File: config.mk
export PLATFORM = sky130hd
export DESIGN_NAME = iir_out_serializer
export DESIGN_NICKNAME = d
export VERILOG_FILES = /design/src/rtl/iir_out_serializer.sv
export SDC_FILE = /design/constraint.sdc
export NUM_CORES = 1
export LEC_CHECK = 0
export ABC_AREA = 1
export BUFFER_PORTS_ARGS = -buffer_cell sky130_fd_sc_hd__buf_2
export CAP_MARGIN = 25
export CELL_PAD_IN_SITES_DETAIL_PLACEMENT = 1
export CELL_PAD_IN_SITES_GLOBAL_PLACEMENT = 1
export CORE_AREA = 2 2 105 158
export DETAILED_ROUTE_END_ITERATION = 16
export DIE_AREA = 0 0 107 160
export PLACE_DENSITY_LB_ADDON = 0.1
export SYNTH_ARGS = -nofsm -noshare
export SYNTH_HDL_FRONTEND = slang
export SYNTH_SLANG_ARGS = --single-unit
File: constraint.sdc
create_clock -name clk -period 2.85 [get_ports clk]
set_input_delay 0.7125 -clock clk [delete_from_list [all_inputs] [get_ports clk]]
set_output_delay 0.7125 -clock clk [all_outputs]
set_load 0.01 [all_outputs]
File: src/rtl/iir_out_serializer.sv
// Decimates the IIR output stream, clips kept samples to OUT_W bits, buffers them in a small
// FIFO and shifts them out MSB-first with a one-bit frame strobe on the first bit of each word.
module iir_out_serializer #(
  parameter int unsigned IN_W       = 18,
  parameter int unsigned OUT_W      = 16,
  parameter int unsigned DECIM      = 32,
  parameter int unsigned FIFO_DEPTH = 8
) (
  input  logic            clk,
  input  logic            rst_n,
  input  logic [IN_W-1:0] y_in,
  input  logic            in_en,
  input  logic            clr_flags,
  output logic            sd_out,
  output logic            sd_frame,
  output logic            busy,
  output logic            sat_flag,
  output logic [7:0]      drop_cnt
);

  localparam int unsigned DW = (DECIM > 1) ? $clog2(DECIM) : 1;
  localparam int unsigned AW = (FIFO_DEPTH > 1) ? $clog2(FIFO_DEPTH) : 1;
  localparam int unsigned CW = AW + 1;
  localparam int unsigned IW = (OUT_W > 1) ? $clog2(OUT_W) : 1;

  localparam logic [DW-1:0] DLast = DW'(DECIM - 1);
  localparam logic [CW-1:0] CntFull = CW'(FIFO_DEPTH);
  localparam logic [IW-1:0] IdxTop = IW'(OUT_W - 1);

  // Largest and smallest values representable in OUT_W bits, sign-extended to IN_W.
  localparam logic signed [IN_W-1:0] SatMax = {{(IN_W - OUT_W + 1){1'b0}}, {(OUT_W - 1){1'b1}}};
  localparam logic signed [IN_W-1:0] SatMin = {{(IN_W - OUT_W + 1){1'b1}}, {(OUT_W - 1){1'b0}}};

  typedef enum logic [1:0] {
    StIdle,
    StLoad,
    StShift
  } state_e;

  state_e            state_q;
  logic [DW-1:0]     dcnt_q;
  logic [AW-1:0]     wr_ptr_q;
  logic [AW-1:0]     rd_ptr_q;
  logic [CW-1:0]     count_q;
  logic [OUT_W-1:0]  shreg_q;
  logic [IW-1:0]     idx_q;
  logic [OUT_W-1:0]  mem [FIFO_DEPTH];

  logic signed [IN_W-1:0] y_s;
  logic [OUT_W-1:0]       sat_word;
  logic                   clip;
  logic                   keep;
  logic                   push;
  logic                   pop;
  logic                   drop;
  logic                   fifo_empty;
  logic                   fifo_full;
  logic [OUT_W-1:0]       head;

  assign y_s = signed'(y_in);

  always_comb begin
    sat_word = y_in[OUT_W-1:0];
    clip     = 1'b0;
    if (y_s > SatMax) begin
      sat_word = {1'b0, {(OUT_W - 1){1'b1}}};
      clip     = 1'b1;
    end else if (y_s < SatMin) begin
      sat_word = {1'b1, {(OUT_W - 1){1'b0}}};
      clip     = 1'b1;
    end
  end

  assign keep       = in_en && (dcnt_q == DLast);
  assign fifo_empty = (count_q == '0);
  assign fifo_full  = (count_q == CntFull);
  // The LOAD state is the only consumer; it is entered only when the FIFO holds a word.
  assign pop        = (state_q == StLoad);
  assign push       = keep && (!fifo_full || pop);
  assign drop       = keep && !push;
  assign head       = mem[rd_ptr_q];

  // Decimation counter only moves on enabled samples.
  always_ff @(posedge clk or negedge rst_n) begin
    if (!rst_n) begin
      dcnt_q <= '0;
    end else if (in_en) begin
      dcnt_q <= keep ? '0 : dcnt_q + 1'b1;
    end
  end

  always_ff @(posedge clk) begin
    if (push) begin
      mem[wr_ptr_q] <= sat_word;
    end
  end

  always_ff @(posedge clk or negedge rst_n) begin
    if (!rst_n) begin
      wr_ptr_q <= '0;
      rd_ptr_q <= '0;
      count_q  <= '0;
    end else begin
      if (push) begin
        wr_ptr_q <= wr_ptr_q + 1'b1;
      end
      if (pop) begin
        rd_ptr_q <= rd_ptr_q + 1'b1;
      end
      case ({push, pop})
        2'b10:   count_q <= count_q + 1'b1;
        2'b01:   count_q <= count_q - 1'b1;
        default: count_q <= count_q;
      endcase
    end
  end

  always_ff @(posedge clk or negedge rst_n) begin
    if (!rst_n) begin
      state_q  <= StIdle;
      shreg_q  <= '0;
      idx_q    <= '0;
      sd_out   <= 1'b0;
      sd_frame <= 1'b0;
      busy     <= 1'b0;
    end else begin
      unique case (state_q)
        StIdle: begin
          sd_out   <= 1'b0;
          sd_frame <= 1'b0;
          if (!fifo_empty) begin
            state_q <= StLoad;
            busy    <= 1'b1;
          end
        end
        StLoad: begin
          shreg_q  <= head;
          idx_q    <= IdxTop;
          sd_out   <= head[OUT_W-1];
          sd_frame <= 1'b1;
          busy     <= 1'b1;
          state_q  <= StShift;
        end
        StShift: begin
          sd_frame <= 1'b0;
          if (idx_q == '0) begin
            sd_out <= 1'b0;
            if (!fifo_empty) begin
              state_q <= StLoad;
            end else begin
              state_q <= StIdle;
              busy    <= 1'b0;
            end
          end else begin
            idx_q  <= idx_q - 1'b1;
            sd_out <= shreg_q[idx_q - 1'b1];
          end
        end
        default: begin
          state_q  <= StIdle;
          sd_out   <= 1'b0;
          sd_frame <= 1'b0;
          busy     <= 1'b0;
        end
      endcase
    end
  end

  // A set/increment event on the same edge as clr_flags takes priority over the clear.
  always_ff @(posedge clk or negedge rst_n) begin
    if (!rst_n) begin
      sat_flag <= 1'b0;
      drop_cnt <= '0;
    end else begin
      if (keep && clip) begin
        sat_flag <= 1'b1;
      end else if (clr_flags) begin
        sat_flag <= 1'b0;
      end

      if (drop) begin
        if (clr_flags) begin
          drop_cnt <= 8'd1;
        end else if (drop_cnt != 8'hFF) begin
          drop_cnt <= drop_cnt + 1'b1;
        end
      end else if (clr_flags) begin
        drop_cnt <= '0;
      end
    end
  end

endmodule

==> results.txt, run 1 <==
status: finished, final reports clean
die area: 0.0171 mm2
first-pass GRT wire length: 30600 um
leading cell type in the layout, fill and taps excluded: sky130_fd_sc_hd__edfxtp_1
number of max-cap violations: 0
count of synthesis-stage warnings from yosys: 0
Synth Net Count: 715
CTS tree: yes
hpwl dp: 11900 um
number of distinct library cells after synthesis: 38
number of slew-limit violations in the final report: 0
Pwr Density: 969 mW/mm2
# setup viols final: 0
Mean Syn Cell Area: 11.2 um2
initial core utilization: 47.9%
port buffer count: 33
worst slew slack as a fraction of its limit: 53.5%
pin count of the biggest net entering global routing: 67
total power after layout: 8360 uW
via-per-instance ratio: 5.62
aggregate global-route resource usage: 23.5%
die boundary height: 160 um
CTS clock-pin slew for the worst setup and hold paths: 0.07 ns
maximum fanout along the worst path: 16
area of the core region: 0.0159 mm2
crit path DAT: 2.54 ns
number of sinks handled by clock tree synthesis: 177
final routed DRC violation total: 0
Setup Crit Path Kind: reg -> reg
initial antenna violation count: 0
post-route clock period utilization: 85.4%
GR Util met3: 3.14%
kind of start point of the critical path: register
most used cells in the layout excluding fill and tap cells: sky130_fd_sc_hd__edfxtp_1, sky130_fd_sc_hd__nor2_1, sky130_fd_sc_hd__nand2_1, sky130_fd_sc_hd__o21ai_0, sky130_fd_sc_hd__dfrtp_1
post-route non-filler standard cell count: 938
post-synthesis register bit count: 177
number of global-route vias before repair: 5828
maximum vdd drop: 0.501 mV
register area share after synthesis: 66.6%
number of buffers on the longest clock path: 2
Post-Syn Area: 0.00762 mm2
final worst hold slack: 0.194 ns
# H-tree levels: 4
worst slew pin tran: 0.697 ns
ranking of synthesized cells by area: sky130_fd_sc_hd__edfxtp_1, sky130_fd_sc_hd__dfrtp_1, sky130_fd_sc_hd__nor2_1, sky130_fd_sc_hd__o21ai_0, sky130_fd_sc_hd__nand2_1
num ports: 34
clk_skew: 0.0122 ns
number of violations reported at the end of detailed-routing iteration 0: 346
number of buffers inserted for hold repair after clock tree synthesis: 0
number of vias after detailed routing: 5274
Hold WC Path Type: in -> async
library cell occupying the most area in the post-synthesis netlist: sky130_fd_sc_hd__edfxtp_1
data required time of the critical path: 2.95 ns
number of hold-slack violations in the final timing report: 0
detail-routed net length per standard cell: 20.1 um
global route total overflow: 0
global routing usage on met2: 43.2%
fraction of final layout cells sized beyond drive strength 1: 13.8%
top-area cell type share of the netlist area: 50.5%
clock latency on the worst-skew pair: 0.43 ns
post-layout min period: 2.44 ns
master cell of the clock root buffer: sky130_fd_sc_hd__clkbuf_16
die outline width: 107 um
setup repair after global routing missed its margin: no
Post CTS Setup Buffer Count: 0
setup_tns: 0 ns
maximum frequency from static timing analysis: 411 MHz
routed wire length: 18800 um
row count: 57
number of buffers created by CTS: 17
routing layer with the top usage in global route: met2
sort of element at the end of the critical path: register
remaining antenna violation count after routing: 0
number of placed instances with taps included: 906
post-place instance area: 0.00803 mm2
Final #Nets: 754
number of iterations in the first detailed-routing pass: 4
number of diodes: 0
static leakage: 0.00338 uW
routability congestion estimate: 0.842
post-layout instance area: 0.00862 mm2
Global Route met1 Usage: 28.1%
Area Overhead vs Synth: 13.2%
CTS resizes: 0
synthesized instance count: 680
==> final cells by class <==
cell class	instances	area, um2
Clock buffer	17	425
Clock inverter	15	173
Fill cell	1675	7280
Inverter	40	155
Multi-Input combinational cell	431	2230
Sequential cell	177	5070
Tap cell	206	258
Timing Repair Buffer	52	308
==> final timing paths <==
kind | startpoint | to | slack [ns] | depth (start not counted)
setup reg to reg | dcnt_q[0]$_DFFE_PN0P_ | mem[6][14]$_DFFE_PP_ | 0.41 | 10
setup / recovery | dcnt_q[0]$_DFFE_PN0P_ | mem[6][14]$_DFFE_PP_ | 0.41 | 10
hold reg to reg | dcnt_q[3]$_DFFE_PN0P_ | dcnt_q[3]$_DFFE_PN0P_ | 0.48 | 1
min in group clk | dcnt_q[3]$_DFFE_PN0P_ | dcnt_q[3]$_DFFE_PN0P_ | 0.48 | 1
hold / removal | rst_n | count_q[1]$_DFFE_PN0P_ | 0.19 | 1
max in group asynchronous | rst_n | rd_ptr_q[0]$_DFFE_PN0P_ | 1.83 | 2
==> logic make-up after synthesis <==
family | count (synthesis) | share of synthesized area (%)
AND/OR/NAND/NOR | 276 | 15.5
AO/OA/AOI/OAI | 132 | 10.4
buffers and inverters | 72 | 4.12
adder cells (fa/ha/maj) | 13 | 2.23
XOR/XNOR | 10 | 1.15
flip-flops | 177 | 66.6
==> power breakdown <==
group	internal, uW	total, uW	switching (uW)
sequential	3080	3300	219
combinational	861	2700	1840
clock	1320	2360	1040
==> cells in the mapped netlist, drive strengths merged <==
master   count
edfxtp     128
nor2       118
nand2      101
o21ai       87
dfrtp       49
nand3       47
inv         39
o221ai      28
buf         20
clkbuf      12
ha          12
a21oi       10
xor2         9
nor3         6
o211ai       4
nand4        3
a211oi       1
a2bb2oi      1
clkinv       1
fa           1
o31ai        1
or2          1
xnor2        1
==> metal layers <==
metal  vias to the layer above  wire length, um
met5                         -                0
met4                         0              320
met3                        22              632
met2                        99            10400
met1                      2687             7450
li1                       2466                -
==> state kept, by name, summed over array words and instances (netlist names) <==
name	count
sat_flag	1
wr_ptr_q	3
count_q	4
idx_q	4
state_q	2
busy	1
drop_cnt	8
mem	128
shreg_q	16
sd_frame	1
sd_out	1
dcnt_q	5
rd_ptr_q	3
==> metrics by stage <==
stage / util (%) / setup WS (ns)
after floorplan: - / 0.308
after global placement: 50.5 / 0.599
after detailed placement: 50.5 / 0.461
after CTS: 54.2 / 0.418
after global routing: 54.2 / 0.283
final: 54.2 / 0.415
==> critical path, cell delays in order (launching register included) <==
cell	delay (ns)
sky130_fd_sc_hd__dfrtp_1	0.40
sky130_fd_sc_hd__ha_1	0.23
sky130_fd_sc_hd__nand2_1	0.08
sky130_fd_sc_hd__nor2_1	0.11
sky130_fd_sc_hd__ha_1	0.22
sky130_fd_sc_hd__nand2_4	0.10
sky130_fd_sc_hd__inv_1	0.12
sky130_fd_sc_hd__nand2_2	0.09
sky130_fd_sc_hd__or2_2	0.33
sky130_fd_sc_hd__nor2_1	0.11
sky130_fd_sc_hd__buf_4	0.31
No activity file was read; power rests on OpenSTA's default activity.
==> inputs of run 2 (changes only) <==
- clock period: 2.85 -> 2.8 ns (I/O delays scaled with it)
==> results.txt, run 2 (synthesis gave the netlist of run 1 again) <==
static leakage: 0.00337 uW (was 0.00338 uW)
hpwl dp: 12500 um (was 11900 um)
sort of element at the end of the critical path: register (unchanged)
via-per-instance ratio: 5.57 (was 5.62)
global route total overflow: 0 (unchanged)
crit path DAT: 2.78 ns (was 2.54 ns)
routed wire length: 19000 um (was 18800 um)
kind of start point of the critical path: register (unchanged)
final setup margin: 0.389 ns (was 0.415 ns)
row count: 57 (unchanged)
number of buffers on the longest clock path: 2 (unchanged)
leading registers by flop count: mem (128), shreg_q (16), drop_cnt (8) (unchanged)
clk_skew: 0.0129 ns (was 0.0122 ns)
# H-tree levels: 4 (unchanged)
fill cell count: 1689 (was 1675)
master cell of the clock root buffer: sky130_fd_sc_hd__clkbuf_16 (unchanged)
area of the core region: 0.0159 mm2 (unchanged)
Psw: 3190 uW (was 3100 uW)
pin count of the biggest net entering global routing: 67 (unchanged)
clock share of power: 27.7% (was 28.3%)
setup repair after global routing missed its margin: no (unchanged)
post-layout min period: 2.41 ns (was 2.44 ns)
maximum frequency from static timing analysis: 415 MHz (was 411 MHz)
number of global-route vias before repair: 5786 (was 5828)
post-place instance area: 0.00803 mm2 (unchanged)
routability congestion estimate: 0.847 (was 0.842)
number of violations reported at the end of detailed-routing iteration 0: 236 (was 346)
aggregate global-route resource usage: 23.7% (was 23.5%)
internal portion of total power: 5190 uW (was 5260 uW)
most used cells in the layout excluding fill and tap cells: sky130_fd_sc_hd__edfxtp_1, sky130_fd_sc_hd__nor2_1, sky130_fd_sc_hd__nand2_1, sky130_fd_sc_hd__o21ai_0, sky130_fd_sc_hd__dfrtp_1 (unchanged)
Hold WC Path Type: in -> async (unchanged)
Sequential Power Share: 40.4% (was 39.4%)
CTS tree: yes (unchanged)
Combinational Power Share: 31.9% (was 32.3%)
die area: 0.0171 mm2 (unchanged)
clock latency on the worst-skew pair: 0.42 ns (was 0.43 ns)
worst slew slack as a fraction of its limit: 47.8% (was 53.5%)
number of hold-slack violations in the final timing report: 0 (unchanged)
number of sinks handled by clock tree synthesis: 177 (unchanged)
data required time of the critical path: 3.17 ns (was 2.95 ns)
leading cell type in the layout, fill and taps excluded: sky130_fd_sc_hd__edfxtp_1 (unchanged)
switching fraction of total power: 38.0% (was 37.0%)
register with the most flip-flops: mem (unchanged)
number of diodes: 0 (unchanged)
post-layout instance area: 0.00861 mm2 (was 0.00862 mm2)
setup_tns: 0 ns (unchanged)
worst reg2reg path depth: 12 (was 10)
dpl ws: 0.367 ns (was 0.461 ns)
initial core utilization: 47.9% (unchanged)
maximum vdd drop: 0.536 mV (was 0.501 mV)
remaining antenna violation count after routing: 0 (unchanged)
Final #Nets: 754 (unchanged)
die boundary height: 160 um (unchanged)
Post CTS Setup Buffer Count: 0 (unchanged)
final worst hold slack: 0.300 ns (was 0.194 ns)
num ports: 34 (unchanged)
number of slew-limit violations in the final report: 0 (unchanged)
worst slew pin tran: 0.782 ns (was 0.697 ns)
number of buffers created by CTS: 17 (unchanged)
number of max-cap violations: 0 (unchanged)
Pwr Density: 974 mW/mm2 (was 969 mW/mm2)
final routed DRC violation total: 0 (unchanged)
Area Overhead vs Synth: 13.0% (was 13.2%)
maximum fanout along the worst path: 25 (was 16)
CTS clock-pin slew for the worst setup and hold paths: 0.08 ns (was 0.07 ns)
fraction of final layout cells sized beyond drive strength 1: 13.9% (was 13.8%)
post-route clock period utilization: 86.1% (was 85.4%)
CTS resizes: 0 (unchanged)
first-pass GRT wire length: 30500 um (was 30600 um)
number of vias after detailed routing: 5229 (was 5274)
status: finished, final reports clean (unchanged)
detail-routed net length per standard cell: 20.3 um (was 20.1 um)
number of flip-flops under the largest register name: 128 (unchanged)
die outline width: 107 um (unchanged)
Setup Crit Path Kind: reg -> reg (unchanged)
# setup viols final: 0 (unchanged)
number of buffers inserted for hold repair after clock tree synthesis: 0 (unchanged)
number of iterations in the first detailed-routing pass: 4 (unchanged)
initial antenna violation count: 0 (unchanged)
port buffer count: 33 (unchanged)
==> run 2: cell count changes in the layout (fill, tap and decap cells not counted) <==
cell,delta
sky130_fd_sc_hd__bufinv_16,-2
sky130_fd_sc_hd__clkinv_1,-1
sky130_fd_sc_hd__clkinv_2,-1
sky130_fd_sc_hd__clkinv_8,+2
sky130_fd_sc_hd__clkinvlp_4,+2
sky130_fd_sc_hd__inv_6,-3
sky130_fd_sc_hd__inv_8,+3
==> run 2: path summary, 6_finish.rpt <==
path | end | from | slack [ns]
min in group clk | dcnt_q[3]$_DFFE_PN0P_ | dcnt_q[3]$_DFFE_PN0P_ | 0.47
min | count_q[1]$_DFFE_PN0P_ | rst_n | 0.30
max in group asynchronous | drop_cnt[4]$_DFFE_PN0P_ | rst_n | 1.84
max reg2reg | count_q[3]$_DFFE_PN0P_ | state_q[1]$_DFFE_PN0P_ | 0.39
max | count_q[3]$_DFFE_PN0P_ | state_q[1]$_DFFE_PN0P_ | 0.39
min reg2reg | dcnt_q[3]$_DFFE_PN0P_ | dcnt_q[3]$_DFFE_PN0P_ | 0.47
==> run 2: layout make-up <==
cell class	instances	area, um2	share of cell area [%]
Inverter	40	155	1.80
Clock inverter	15	159	1.85
Multi-Input combinational cell	431	2230	25.9
Clock buffer	17	425	4.94
Tap cell	206	258	2.99
Sequential cell	177	5070	58.9
Timing Repair Buffer	52	308	3.58
==> run 2: through the flow <==
stage,std cells,utilization (%),total power [uW]
floorplan,680,-,5340
global placement,906,50.5,5960
detailed placement,906,50.5,6130
CTS,938,54.1,8460
global route,938,54.1,8930
finish,938,54.1,8380
==> run 2: critical path, cell delays in order (launching register included) <==
cell and delay [ns]:
sky130_fd_sc_hd__dfrtp_1 0.40, sky130_fd_sc_hd__inv_1 0.11, sky130_fd_sc_hd__ha_1 0.27, sky130_fd_sc_hd__buf_4 0.38
sky130_fd_sc_hd__nand2_2 0.16, sky130_fd_sc_hd__inv_1 0.11, sky130_fd_sc_hd__ha_1 0.26, sky130_fd_sc_hd__nand2_1 0.07
sky130_fd_sc_hd__nor2_1 0.04, sky130_fd_sc_hd__a211oi_1 0.22, sky130_fd_sc_hd__xor2_1 0.20, sky130_fd_sc_hd__nand2_1 0.07
sky130_fd_sc_hd__nand2_1 0.06
==> run 2: power by group through the flow <==
stage	Sequential, uW	Combinational [uW]	Clock, uW
floorplan	3340	2000	0
global placement	3430	2530	0
detailed placement	3440	2690	0
CTS	3390	2710	2360
global route	3430	3050	2450
finish	3390	2670	2320
==> run 2: routing by layer <==
| layer | wire, um | vias up | global-route usage, % |
|---|---|---|---|
| met5 | 0 | - | 0 |
| met3 | 634 | 18 | 3.55 |
| li1 | - | 2458 | - |
| met1 | 7390 | 2655 | 26.5 |
| met4 | 238 | 0 | 7.91 |
| met2 | 10800 | 98 | 45.0 |
==> inputs of run 3 (changes only) <==
==> constraint.sdc (replaced) <==
create_clock -name clk -period 2.8 [get_ports clk]
set_input_delay 0 -clock clk [delete_from_list [all_inputs] [get_ports clk]]
set_output_delay 0 -clock clk [all_outputs]
set_load 0.01 [all_outputs]
==> results.txt, run 3 (synthesis gave the netlist of run 1 again) <==
Setup Crit Path Kind: reg -> reg (unchanged)
Final #Nets: 756 (was 754)
# setup viols final: 0 (unchanged)
maximum vdd drop: 0.460 mV (was 0.536 mV)
number of vias after detailed routing: 5288 (was 5229)
clk_skew: 0.0136 ns (was 0.0129 ns)
master cell of the clock root buffer: sky130_fd_sc_hd__clkbuf_16 (unchanged)
origin of the worst min-delay path: y_in[12]
kind of start point of the critical path: register (unchanged)
setup_tns: 0 ns (unchanged)
routed wire length: 19200 um (was 19000 um)
status: finished, final reports clean (unchanged)
number of slew-limit violations in the final report: 0 (unchanged)
number of max-cap violations: 0 (unchanged)
Reg-to-Reg End: mem[0][11]$_DFFE_PP_ (was count_q[3]$_DFFE_PN0P_)
CTS clock-pin slew for the worst setup and hold paths: 0.08 ns (about the same)
sort of element at the end of the critical path: register (unchanged)
number of sinks handled by clock tree synthesis: 177 (unchanged)
routability congestion estimate: 0.863 (was 0.847)
aggregate global-route resource usage: 23.8% (was 23.7%)
number of hold-slack violations in the final timing report: 0 (unchanged)
area of the core region: 0.0159 mm2 (unchanged)
via-per-instance ratio: 5.63 (was 5.57)
fraction of final layout cells sized beyond drive strength 1: 13.6% (was 13.9%)
data required time of the critical path: 2.91 ns (was 3.17 ns)
# H-tree levels: 4 (unchanged)
post-route clock period utilization: 84.2% (was 86.1%)
leading cell type in the layout, fill and taps excluded: sky130_fd_sc_hd__edfxtp_1 (unchanged)
number of buffers on the longest clock path: 2 (unchanged)
die area: 0.0171 mm2 (unchanged)
detail-routed net length per standard cell: 20.5 um (was 20.3 um)
slowest cell on the critical path: sky130_fd_sc_hd__dfrtp_1 (unchanged)
pin count of the biggest net entering global routing: 67 (unchanged)
Hold WC Path Type: in -> reg (was in -> async)
clock latency on the worst-skew pair: 0.43 ns (was 0.42 ns)
first-pass GRT wire length: 30700 um (was 30500 um)
Pwr Density: 983 mW/mm2 (was 974 mW/mm2)
worst reg2reg path depth: 10 (was 12)
die outline width: 107 um (unchanged)
slowest cell delay on critical path: 0.40 ns (about the same)
remaining antenna violation count after routing: 0 (unchanged)
CTS tree: yes (unchanged)
post-layout utilization of the core: 54.4% (was 54.1%)
number of buffers created by CTS: 17 (unchanged)
die boundary height: 160 um (unchanged)
Area Overhead vs Synth: 13.6% (was 13.0%)
initial core utilization: 47.9% (unchanged)
static leakage: 0.00338 uW (was 0.00337 uW)
number of instances on the worst hold path: 3
post-place instance area: 0.00802 mm2 (was 0.00803 mm2)
number of global-route vias before repair: 5773 (was 5786)
number of violations reported at the end of detailed-routing iteration 0: 367 (was 236)
maximum frequency from static timing analysis: 424 MHz (was 415 MHz)
number of flip-flops under the largest register name: 128 (unchanged)
row count: 57 (unchanged)
worst slew pin tran: 0.858 ns (was 0.782 ns)
RR Startpoint: dcnt_q[0]$_DFFE_PN0P_ (was state_q[1]$_DFFE_PN0P_)
maximum fanout along the worst path: 16 (was 25)
crit path from: dcnt_q[0]$_DFFE_PN0P_ (was state_q[1]$_DFFE_PN0P_)
port buffer count: 33 (unchanged)
post-layout instance area: 0.00865 mm2 (was 0.00861 mm2)
ordered list of cells on the worst path: ha_1 -> nand2_1 -> nor2_1 -> ha_1 -> nand2_4 -> inv_1 -> nand2_2 -> or2_2 -> nor2_1 -> buf_4 (was inv_1 -> ha_1 -> buf_4 -> nand2_2 -> inv_1 -> ha_1 -> nand2_1 -> nor2_1 -> a211oi_1 -> xor2_1 -> nand2_1 -> nand2_1)
initial antenna violation count: 0 (unchanged)
most used cells in the layout excluding fill and tap cells: sky130_fd_sc_hd__edfxtp_1, sky130_fd_sc_hd__nor2_1, sky130_fd_sc_hd__nand2_1, sky130_fd_sc_hd__o21ai_0, sky130_fd_sc_hd__dfrtp_1 (unchanged)
leading registers by flop count: mem (128), shreg_q (16), drop_cnt (8) (unchanged)
final routed DRC violation total: 0 (unchanged)
register with the most flip-flops: mem (unchanged)
post-layout min period: 2.36 ns (was 2.41 ns)
Post CTS Setup Buffer Count: 0 (unchanged)
worst path buffer plus inverter count: 2 (was 3)
global route total overflow: 0 (unchanged)
number of iterations in the first detailed-routing pass: 4 (unchanged)
crit path DAT: 2.47 ns (was 2.78 ns)
Worst Hold Endpoint: mem[6][12]$_DFFE_PP_
hpwl dp: 13000 um (was 12500 um)
setup repair after global routing missed its margin: no (unchanged)
kind of cell adding the most delay to the critical path: simple AND/OR/NAND/NOR gates (was buffers and inverters)
number of diodes: 0 (unchanged)
internal reg-to-reg setup slack: 0.44 ns (was 0.39 ns)
worst slew slack as a fraction of its limit: 42.8% (was 47.8%)
num ports: 34 (unchanged)
[run 3: metrics by stage]
step / worst slack, ns / total power (uW) / instances / hold WS [ns]
2_1_floorplan: 0.258 / 5340 / 680 / -0.296
3_3_place_gp: 0.604 / 6010 / 904 / 0.161
3_5_place_dp: 0.437 / 6160 / 904 / 0.159
4_1_cts: 0.410 / 8590 / 940 / 0.0805
5_1_grt: 0.230 / 9060 / 940 / 0.107
6_report: 0.442 / 8510 / 940 / 0.0908
[run 3: metal layers]
| layer | wire length (um) | track usage [%] |
|---|---|---|
| met1 | 7880 | 28.9 |
| met2 | 10500 | 43.1 |
| met3 | 478 | 3.27 |
| met4 | 368 | 8.15 |
| met5 | 0 | 0 |
[run 3: final cells by class]
cell class	instances	area, um2
fill	1689	7250
sequential	177	5070
multi-input combinational	431	2230
clock buffer	17	425
timing repair buffer	54	345
tap	206	258
clock inverter	15	164
inverter	40	155
[run 3: worst max path at each step]
stage                                   to  slack, ns  cells after the start
floorplan              mem[4][0]$_DFFE_PP_       0.26                      9
global placement       mem[2][7]$_DFFE_PP_       0.60                     10
detailed placement  count_q[3]$_DFFE_PN0P_       0.44                     12
CTS                   mem[0][11]$_DFFE_PP_       0.41                     10
global route        count_q[3]$_DFFE_PN0P_       0.23                     12
finish                mem[0][11]$_DFFE_PP_       0.44                     10
[run 3: repair_timing]
action                    in CTS  in global routing
resized for setup              0                  0
hold endpoints to repair      50                  0
hold buffers                   4                  0
[run 3: power breakdown]
| part | switching [uW] | internal (uW) |
|---|---|---|
| logic | 1880 | 892 |
| registers | 217 | 3130 |
| clock network | 1110 | 1270 |
[run 3: tightest hold or removal path, cell delays in order]
cell and delay, ns:
sky130_fd_sc_hd__buf_2 0.09, sky130_fd_sc_hd__nor2_1 0.09, sky130_fd_sc_hd__nor2_1 0.13
